[src/rtl/uart_rx_fifo.sv]
// uart_rx_fifo: 8N1 UART receiver feeding a first-word-fall-through byte FIFO.
// Sticky framing/overrun flags; bytes leave through a get/RDY_get/EN_get handshake.
module uart_rx_fifo #(
   parameter int CLKS_PER_BIT = 208,
   parameter int FIFO_DEPTH   = 8
) (
   input  logic                          CLK,
   input  logic                          RST_N,
   input  logic                          serial_rxd,
   output logic [7:0]                    get,
   output logic                          RDY_get,
   input  logic                          EN_get,
   output logic [$clog2(FIFO_DEPTH):0]   count,
   output logic                          framing_err,
   output logic                          overrun_err,
   input  logic                          EN_clear_err
);
   localparam int BW = $clog2(CLKS_PER_BIT);
   localparam int AW = $clog2(FIFO_DEPTH);
   localparam int CW = AW + 1;
   localparam logic [BW-1:0] BIT_END  = BW'(CLKS_PER_BIT - 1);
   localparam logic [BW-1:0] HALF_END = BW'(CLKS_PER_BIT / 2 - 1);
   localparam logic [CW-1:0] FULL     = CW'(FIFO_DEPTH);

   typedef enum logic [2:0] {WAIT_IDLE, IDLE, START, DATA, STOP} state_t;

   state_t          state_q;
   logic [BW-1:0]   baud_q;
   logic [2:0]      bit_q;
   logic [7:0]      shift_q;
   logic            push_q;
   logic            framing_q;
   logic            rxd_meta_q, rxd_s_q;
   logic [7:0]      mem_q [FIFO_DEPTH];
   logic [AW-1:0]   wr_q, rd_q;
   logic [CW-1:0]   count_q;
   logic            overrun_q;
   logic            pop, wr_ok;

   always_ff @(posedge CLK) begin
      if (!RST_N) begin
         rxd_meta_q <= 1'b1;
         rxd_s_q    <= 1'b1;
      end else begin
         rxd_meta_q <= serial_rxd;
         rxd_s_q    <= rxd_meta_q;
      end
   end

   always_ff @(posedge CLK) begin
      if (!RST_N) begin
         state_q   <= WAIT_IDLE;
         baud_q    <= '0;
         bit_q     <= '0;
         shift_q   <= '0;
         push_q    <= 1'b0;
         framing_q <= 1'b0;
      end else begin
         push_q <= 1'b0;
         if (EN_clear_err) framing_q <= 1'b0;
         case (state_q)
            WAIT_IDLE: begin
               baud_q <= '0;
               if (rxd_s_q) state_q <= IDLE;
            end
            IDLE: begin
               baud_q <= '0;
               if (!rxd_s_q) state_q <= START;
            end
            START: begin
               if (baud_q == HALF_END) begin
                  baud_q  <= '0;
                  bit_q   <= '0;
                  state_q <= rxd_s_q ? IDLE : DATA;
               end else baud_q <= baud_q + BW'(1);
            end
            DATA: begin
               if (baud_q == BIT_END) begin
                  baud_q         <= '0;
                  shift_q[bit_q] <= rxd_s_q;
                  bit_q          <= bit_q + 3'd1;
                  if (bit_q == 3'd7) state_q <= STOP;
               end else baud_q <= baud_q + BW'(1);
            end
            STOP: begin
               if (baud_q == BIT_END) begin
                  baud_q <= '0;
                  if (rxd_s_q) begin
                     push_q  <= 1'b1;
                     state_q <= IDLE;
                  end else begin
                     framing_q <= 1'b1;
                     state_q   <= WAIT_IDLE;
                  end
               end else baud_q <= baud_q + BW'(1);
            end
            default: state_q <= WAIT_IDLE;
         endcase
      end
   end

   // a pop in the same cycle frees the slot, so a full FIFO still accepts the push
   assign pop   = EN_get && RDY_get;
   assign wr_ok = push_q && (count_q != FULL || pop);

   always_ff @(posedge CLK) begin
      if (wr_ok) mem_q[wr_q] <= shift_q;
   end

   always_ff @(posedge CLK) begin
      if (!RST_N) begin
         wr_q      <= '0;
         rd_q      <= '0;
         count_q   <= '0;
         overrun_q <= 1'b0;
      end else begin
         if (wr_ok) wr_q <= wr_q + AW'(1);
         if (pop) rd_q <= rd_q + AW'(1);
         count_q <= count_q + CW'(wr_ok) - CW'(pop);
         if (EN_clear_err) overrun_q <= 1'b0;
         if (push_q && !wr_ok) overrun_q <= 1'b1;
      end
   end

   assign RDY_get     = count_q != '0;
   assign get         = RDY_get ? mem_q[rd_q] : 8'h00;
   assign count       = count_q;
   assign framing_err = framing_q;
   assign overrun_err = overrun_q;
endmodule

[config.mk]
export PLATFORM = sky130hd
export DESIGN_NAME = uart_rx_fifo
export DESIGN_NICKNAME = d
export VERILOG_FILES = /design/src/rtl/uart_rx_fifo.sv
export SDC_FILE = /design/constraint.sdc
export NUM_CORES = 1
export LEC_CHECK = 0
export BUFFER_PORTS_ARGS = -buffer_cell sky130_fd_sc_hd__buf_2
export CORE_MARGIN = 10
export CORE_UTILIZATION = 60
export CTS_CLUSTER_DIAMETER = 100
export DETAILED_ROUTE_END_ITERATION = 8
export PLACE_DENSITY_LB_ADDON = 0.15
export SLEW_MARGIN = 25
export SYNTH_ARGS = -nofsm -noshare
export SYNTH_HDL_FRONTEND = slang
export SYNTH_SLANG_ARGS = --single-unit
[constraint.sdc]
create_clock -name CLK -period 5.8 [get_ports CLK]
set_input_delay 0.29 -clock CLK [delete_from_list [all_inputs] [get_ports CLK]]
set_output_delay 0.29 -clock CLK [all_outputs]
set_load 0.02 [all_outputs]
==> impl_results.md, run 1 <==
- Synthesized area: 4400 sq um
- # DRC: 0
- TritonRoute pass-1 iters: 4
- GRT met1 Usage: 18.0%
- CP startpoint: count[2]
- RSZ-0062 raised after global routing: false
- Synth Flop Type: edfxtp_1
- Seq. cell area: 2720 sq um
- Yosys warning count: 0
- CP Buf/Inv Count: 1
- Place WS: 3.09 ns
- Worst setup SP type: register
- Final WS setup: 3.26 ns
- Total GRT Usage: 14.2%
- GPL Wtd Cong: 0.777
- Leakage: 1.65 nW
- Met3 GRT Util: 3.96%
- Status: finished, final reports clean
- DP HPWL: 5170 um
- Setup TNS: 0 ns
- Overflow after GRT: 0
- CP delay by family, top: simple AND/OR/NAND/NOR gates
- Core area: 7180 sq um
- Synth cell types: 50
- First DRT Iteration DRCs: 77
- Top cells by area, synth: edfxtp_1 (44%), dfxtp_1 (18%), mux4_2 (8.2%), mux2i_1 (3.6%), nor2_1 (3.5%)
- Vias per cell: 5.70
- Critical hold path startpoint: serial_rxd
- Placed cell count: 436
- CP most frequent cell: nand2b_1
- Worst EP arrival: 2.53 ns
- Ports: 20
- I/O Buffers: 19
- Clock tree buffer depth: 2
- Worst-margin pin slew: 0.906 ns
- EDFF count, synth: 64
- Largest net degree at the start of global routing: 32
- GR Util met2: 23.5%
- Kind of critical path: register to register
- Yosys top cell area share: 43.6%
- Area grow syn2layout: 8.10%
- Vias: 2577
- Die Area: 11200 sq um
- Ant. Diodes: 0
- Cts bufs inserted: 9
- Most area-hungry cell type in the Yosys netlist: edfxtp_1
- Fin crit share: 43.8%
- CP Data Required Time: 5.79 ns
- Max-Cap Viols: 0
- Multi-input logic area: 1590 sq um
- Asr flop ratio synth: 0%
- Fin nets: 364
- Post-synthesis register bit count: 104
- Post-CTS Setup Repair Bufs: 0
- Switching share of total power: 33.2%
- FF-to-FF Start: count[2]
- # hold bufs at CTS: 0
- Share of cells above drive strength 1: 17.6%
- Crit path time final: 2.54 ns
- Final WL: 7630 um
- FILL cells: 534
- Logic pwr share: 27.0%
- Clock transition at path regs: 0.10 ns
- GRT Max-Usage Layer: met2
- Seq/Total Area, Yosys: 61.8%
- Max FO, Critical Path: 8
- Vias in the first global route: 2556
- Post-cts gate resize count: 0
- Final count of negative-setup-slack endpoints: 0
- DIE HEIGHT: 106 um
- Post-Synthesis Net Count: 348
- Cells after synthesis: 332
- Die W: 106 um
- CP endpoint kind: register
- Final hold vios: 0
- Fmax achieved: 0.394 GHz
- Max incr delay on CP: 0.73 ns
- Root buffer cell: clkbuf_8
- Clock Latency Late Sink: 0.36 ns
- Worst Hold Class: input pin to register
- Clock Skews: 0.0109 ns
- Slew Viols, Final: 0
- First-pass GRT wire length: 12900 um
- Max-slew headroom: 39.2%
- H-tree levels: 3
- Pint: 1.20 mW
- Std-Cell Rows: 31
- Avg Inst Size Synth: 13.3 sq um
- Peak VDD IR: 0.262 mV
- Switching power: 599 uW
- Reg power frac: 49.2%
- Clock sinks: 104
- Clock power frac: 23.8%
- Final ANT Viol Nets: 0
- Slowest CP cell: nor2_1
- Starting Density: 61.4%
- PwrDens: 379 nW/um^2
- Initial antenna violation count: 0
- CTS tree: done
- DR WL/cell: 16.9 um
- Cell chain of the critical path: inv_1 > ha_1 > nand2b_1 > a31oi_1 > nand2b_1 > nor2_1
- Non-filler cells in the finished layout: 452
-- path summary, 6_finish.rpt --
| path | endpoint | slack [ns] | cells after the start |
|---|---|---|---|
| worst min-delay path | rxd_meta_q | 0.11 | 2 |
| worst min register to register | rxd_s_q | 0.42 | 1 |
| worst max-delay path | mem_q[4][4] | 3.26 | 6 |
| worst max register to register | mem_q[4][4] | 3.26 | 6 |
-- per-stage QoR --
stage / total power, mW / hold WS [ns] / util, % / cell area [sq um]
2_1_floorplan: 1.28 / 0.363 / - / 4400
3_3_place_gp: 1.39 / 0.389 / 63.5 / 4550
3_5_place_dp: 1.40 / 0.397 / 63.5 / 4550
4_1_cts: 1.82 / 0.102 / 66.2 / 4750
5_1_grt: 1.92 / 0.107 / 66.3 / 4760
6_report: 1.80 / 0.114 / 66.3 / 4760
-- sequential cells by signal, indices dropped and copies added, names as in the netlist, named ones only --
register and cells:
wr_q 3, overrun_err 1, bit_q 3, rxd_s_q 1, state_q 3, rd_q 3
push_q 1, framing_err 1, count 4, baud_q 8, rxd_meta_q 1, mem_q 64
shift_q 8
-- metal layers --
layer  vias up  wire length, um
met5         -                0
met4         0               48
met3         4              316
met2        42             3770
met1      1257             3490
li1       1274                -
-- worst reg2reg max path: cells and delay by family (launching register included) --
| family | cells | cell delay [ns] |
|---|---|---|
| buffers and inverters | 1 | 0.07 |
| DFF | 1 | 0.34 |
| AOI/OAI and AO/OA | 1 | 0.44 |
| adders and majority gates | 1 | 0.20 |
| and+or+nand+nor | 3 | 1.13 |
-- cell type report --
type | instances | share of cell area, %
inverters | 8 | 0.631
clock buffers | 9 | 2.60
well taps | 99 | 2.60
flip-flops and latches | 104 | 57.2
multi-input cells | 206 | 33.4
clock inverters | 7 | 1.52
repair buffers | 19 | 2.00
-- cell families after synthesis --
| group | after synthesis | synth area share, % |
|---|---|---|
| buffers and inverters | 22 | 2.27 |
| xor gates and xnor gates | 6 | 1.19 |
| adders and majority gates | 11 | 3.30 |
| DFF | 104 | 61.8 |
| and+or+nand+nor | 123 | 14.0 |
| AOI/OAI and AO/OA | 33 | 5.34 |
| muxes | 33 | 12.1 |
-- cell usage after synthesis, types with 5 or more instances --
cell and number:
a21oi_1 12, a31oi_1 5, clkbuf_1 8, dfxtp_1 40, edfxtp_1 64, ha_1 10
inv_1 8, mux2i_1 16, mux4_2 16, nand2_1 24, nand2b_1 9, nand3_1 15
nor2_1 41
-- power groups by stage --
stage / combinational, mW / clock, mW / sequential [mW]
after floorplan: 0.420 / 0 / 0.860
after CTS: 0.496 / 0.439 / 0.889
final: 0.488 / 0.429 / 0.887
after global routing: 0.544 / 0.473 / 0.900
after detailed placement: 0.494 / 0 / 0.905
after global placement: 0.484 / 0 / 0.901
-- layout by cell type (no fill, tap or decap), drive strengths merged, types with 2 or more instances in the layout --
master,n
a21oi,12
a22oi,3
a31oi,5
and2,4
buf,19
clkbuf,9
clkinv,4
dfxtp,40
edfxtp,64
ha,10
inv,11
mux2i,16
mux4,16
nand2,24
nand2b,10
nand3,15
nand3b,4
nand4,4
nand4b,3
nor2,41
nor3,4
o21ai,3
o311a,2
or2,3
or3,3
xnor2,3
xor2,3
(Power assumes the default switching activity.)
==> run 2: changes to the inputs <==
CORE_UTILIZATION = 55   (was 60)
clock period = 2.2 ns   (was 5.8 ns; I/O delays follow)
==> run 2 against run 1 <==
Clock skew shrank 0.0022 ns. Cell area rose by 3.8%. Routed wire length rose by 1.2%.
==> impl_results.md, run 2 (synthesis results as in run 1) <==
- Clock sinks: 104
- Non-filler cells in the finished layout: 474
- Total GRT Usage: 13.9%
- RSZ-0062 raised after global routing: false
- CP Data Required Time: 2.09 ns
- Critical hold path startpoint: EN_clear_err
- Final WS setup: 0.206 ns
- TritonRoute pass-1 iters: 4
- FILL cells: 633
- H-tree levels: 3
- Switching share of total power: 30.6%
- Setup TNS: 0 ns
- Cts bufs inserted: 9
- Design Area, Final: 4940 sq um
- Area grow syn2layout: 12.2%
- FF-to-FF Start: count[2]
- Peak VDD IR: 0.841 mV
- Worst setup SP type: register
- Core area: 7770 sq um
- Final count of negative-setup-slack endpoints: 0
- Place WS: 0.212 ns
- Pint: 3.46 mW
- # DRC: 0
- Kind of critical path: register to output port
- Reg2reg end: count[2]
- Clock power frac: 26.2%
- First-pass GRT wire length: 12900 um
- Reg power frac: 44.6%
- I/O Buffers: 19
- DR WL/cell: 16.3 um
- Worst-margin pin slew: 0.905 ns
- Vias: 2613
- First DRT Iteration DRCs: 105
- Largest net degree at the start of global routing: 19
- Biggest register: mem_q
- Die Area: 12000 sq um
- Ant. Diodes: 0
- Vias in the first global route: 2539
- Register-to-register setup slack: 0.22 ns
- Ports: 20
- Status: finished, final reports clean
- Switching power: 1.52 mW
- Fmax achieved: 0.501 GHz
- Vias per cell: 5.51
- Max-Cap Viols: 0
- DIE HEIGHT: 109 um
- Worst Hold Class: input pin to register
- Clock Latency Late Sink: 0.35 ns
- Placed Area: 4690 sq um
- Placed cell count: 455
- Slew Viols, Final: 0
- Worst EP arrival: 1.88 ns
- PwrDens: 1010 nW/um^2
- Final hold vios: 0
- Fin nets: 383
- CTS tree: done
- Root buffer cell: clkbuf_8
- Commonest cells after routing, fill and taps aside: edfxtp_1 (64), nor2_1 (41), dfxtp_1 (38)
- GPL Wtd Cong: 0.793
- Overflow after GRT: 0
- Clock transition at path regs: 0.09 ns
- Initial antenna violation count: 0
- Reg2Reg Depth: 11
- Biggest regs: mem_q (64), baud_q (8), shift_q (8)
- Die W: 109 um
- Clock tree buffer depth: 2
- Max reg flops: 64
- DP HPWL: 5200 um
- Std-Cell Rows: 32
- Leading cell type in the layout, fill and taps excluded: edfxtp_1
- Fin crit share: 90.6%
- CP endpoint kind: output port
- Max FO, Critical Path: 16
- Seq. cell area: 2730 sq um
- Leakage: 1.76 nW
- Starting Density: 56.7%
- Clock Skews: 0.00875 ns
- Share of cells above drive strength 1: 21.0%
- Crit path time final: 1.99 ns
- Final WL: 7720 um
- Final ANT Viol Nets: 0
- Worst Setup EP: get[2]
- Max-slew headroom: 38.7%
- Multi-input logic area: 1590 sq um
- Logic pwr share: 29.2%
## run 2: timing repair
item	4_1_cts	5_1_grt
gates resized for setup	0	0
hold buffers	3	0
endpoints found under the hold margin	2	0
buffers inserted	0	0
## run 2: critical path, cell delays in order, from the launching register on
cell and delay, ns:
dfxtp_1 0.32, buf_4 0.31, mux4_2 0.56, mux2i_1 0.14
nor2_1 0.05, buf_2 0.15
## run 2: worst min path at each step
stage	to	slack (ns)	cells after the start
after detailed placement	rxd_meta_q	0.30	2
after global placement	rxd_meta_q	0.29	2
after global routing	overrun_err	0.05	3
after floorplan	rxd_meta_q	0.18	1
final	overrun_err	0.03	3
after CTS	overrun_err	0.02	3
## run 2: final cells by class
| class | instances | area share [%] |
|---|---|---|
| sequential | 104 | 55.1 |
| clock inverter | 4 | 1.57 |
| multi-input combinational | 206 | 32.2 |
| clock buffer | 12 | 2.94 |
| inverter | 8 | 0.608 |
| timing repair buffer | 38 | 4.96 |
| tap | 102 | 2.58 |
## run 2: stage by stage
| stage | utilization [%] | power (mW) | hold WS [ns] |
|---|---|---|---|
| finish | 63.6 | 4.98 | 0.0278 |
| global route | 63.6 | 5.26 | 0.0520 |
| CTS | 63.6 | 5.04 | 0.0169 |
| detailed placement | 60.4 | 3.75 | 0.296 |
| global placement | 60.4 | 3.72 | 0.293 |
| floorplan | - | 3.39 | 0.183 |
## run 2: power by group through the flow
stage               registers, mW  clock network, mW  logic, mW
floorplan                    2.27                  0       1.12
global placement             2.27                  0       1.46
detailed placement           2.27                  0       1.48
CTS                          2.22               1.33       1.49
global route                 2.24               1.40       1.63
finish                       2.22               1.30       1.45
## run 2: metal layers
metal,global-route usage (%),wire length [um],vias up
met4,4.46,91,0
met3,3.34,285,8
met1,17.9,3590,1264
li1,-,-,1304
met5,0,0,-
met2,22.7,3750,37
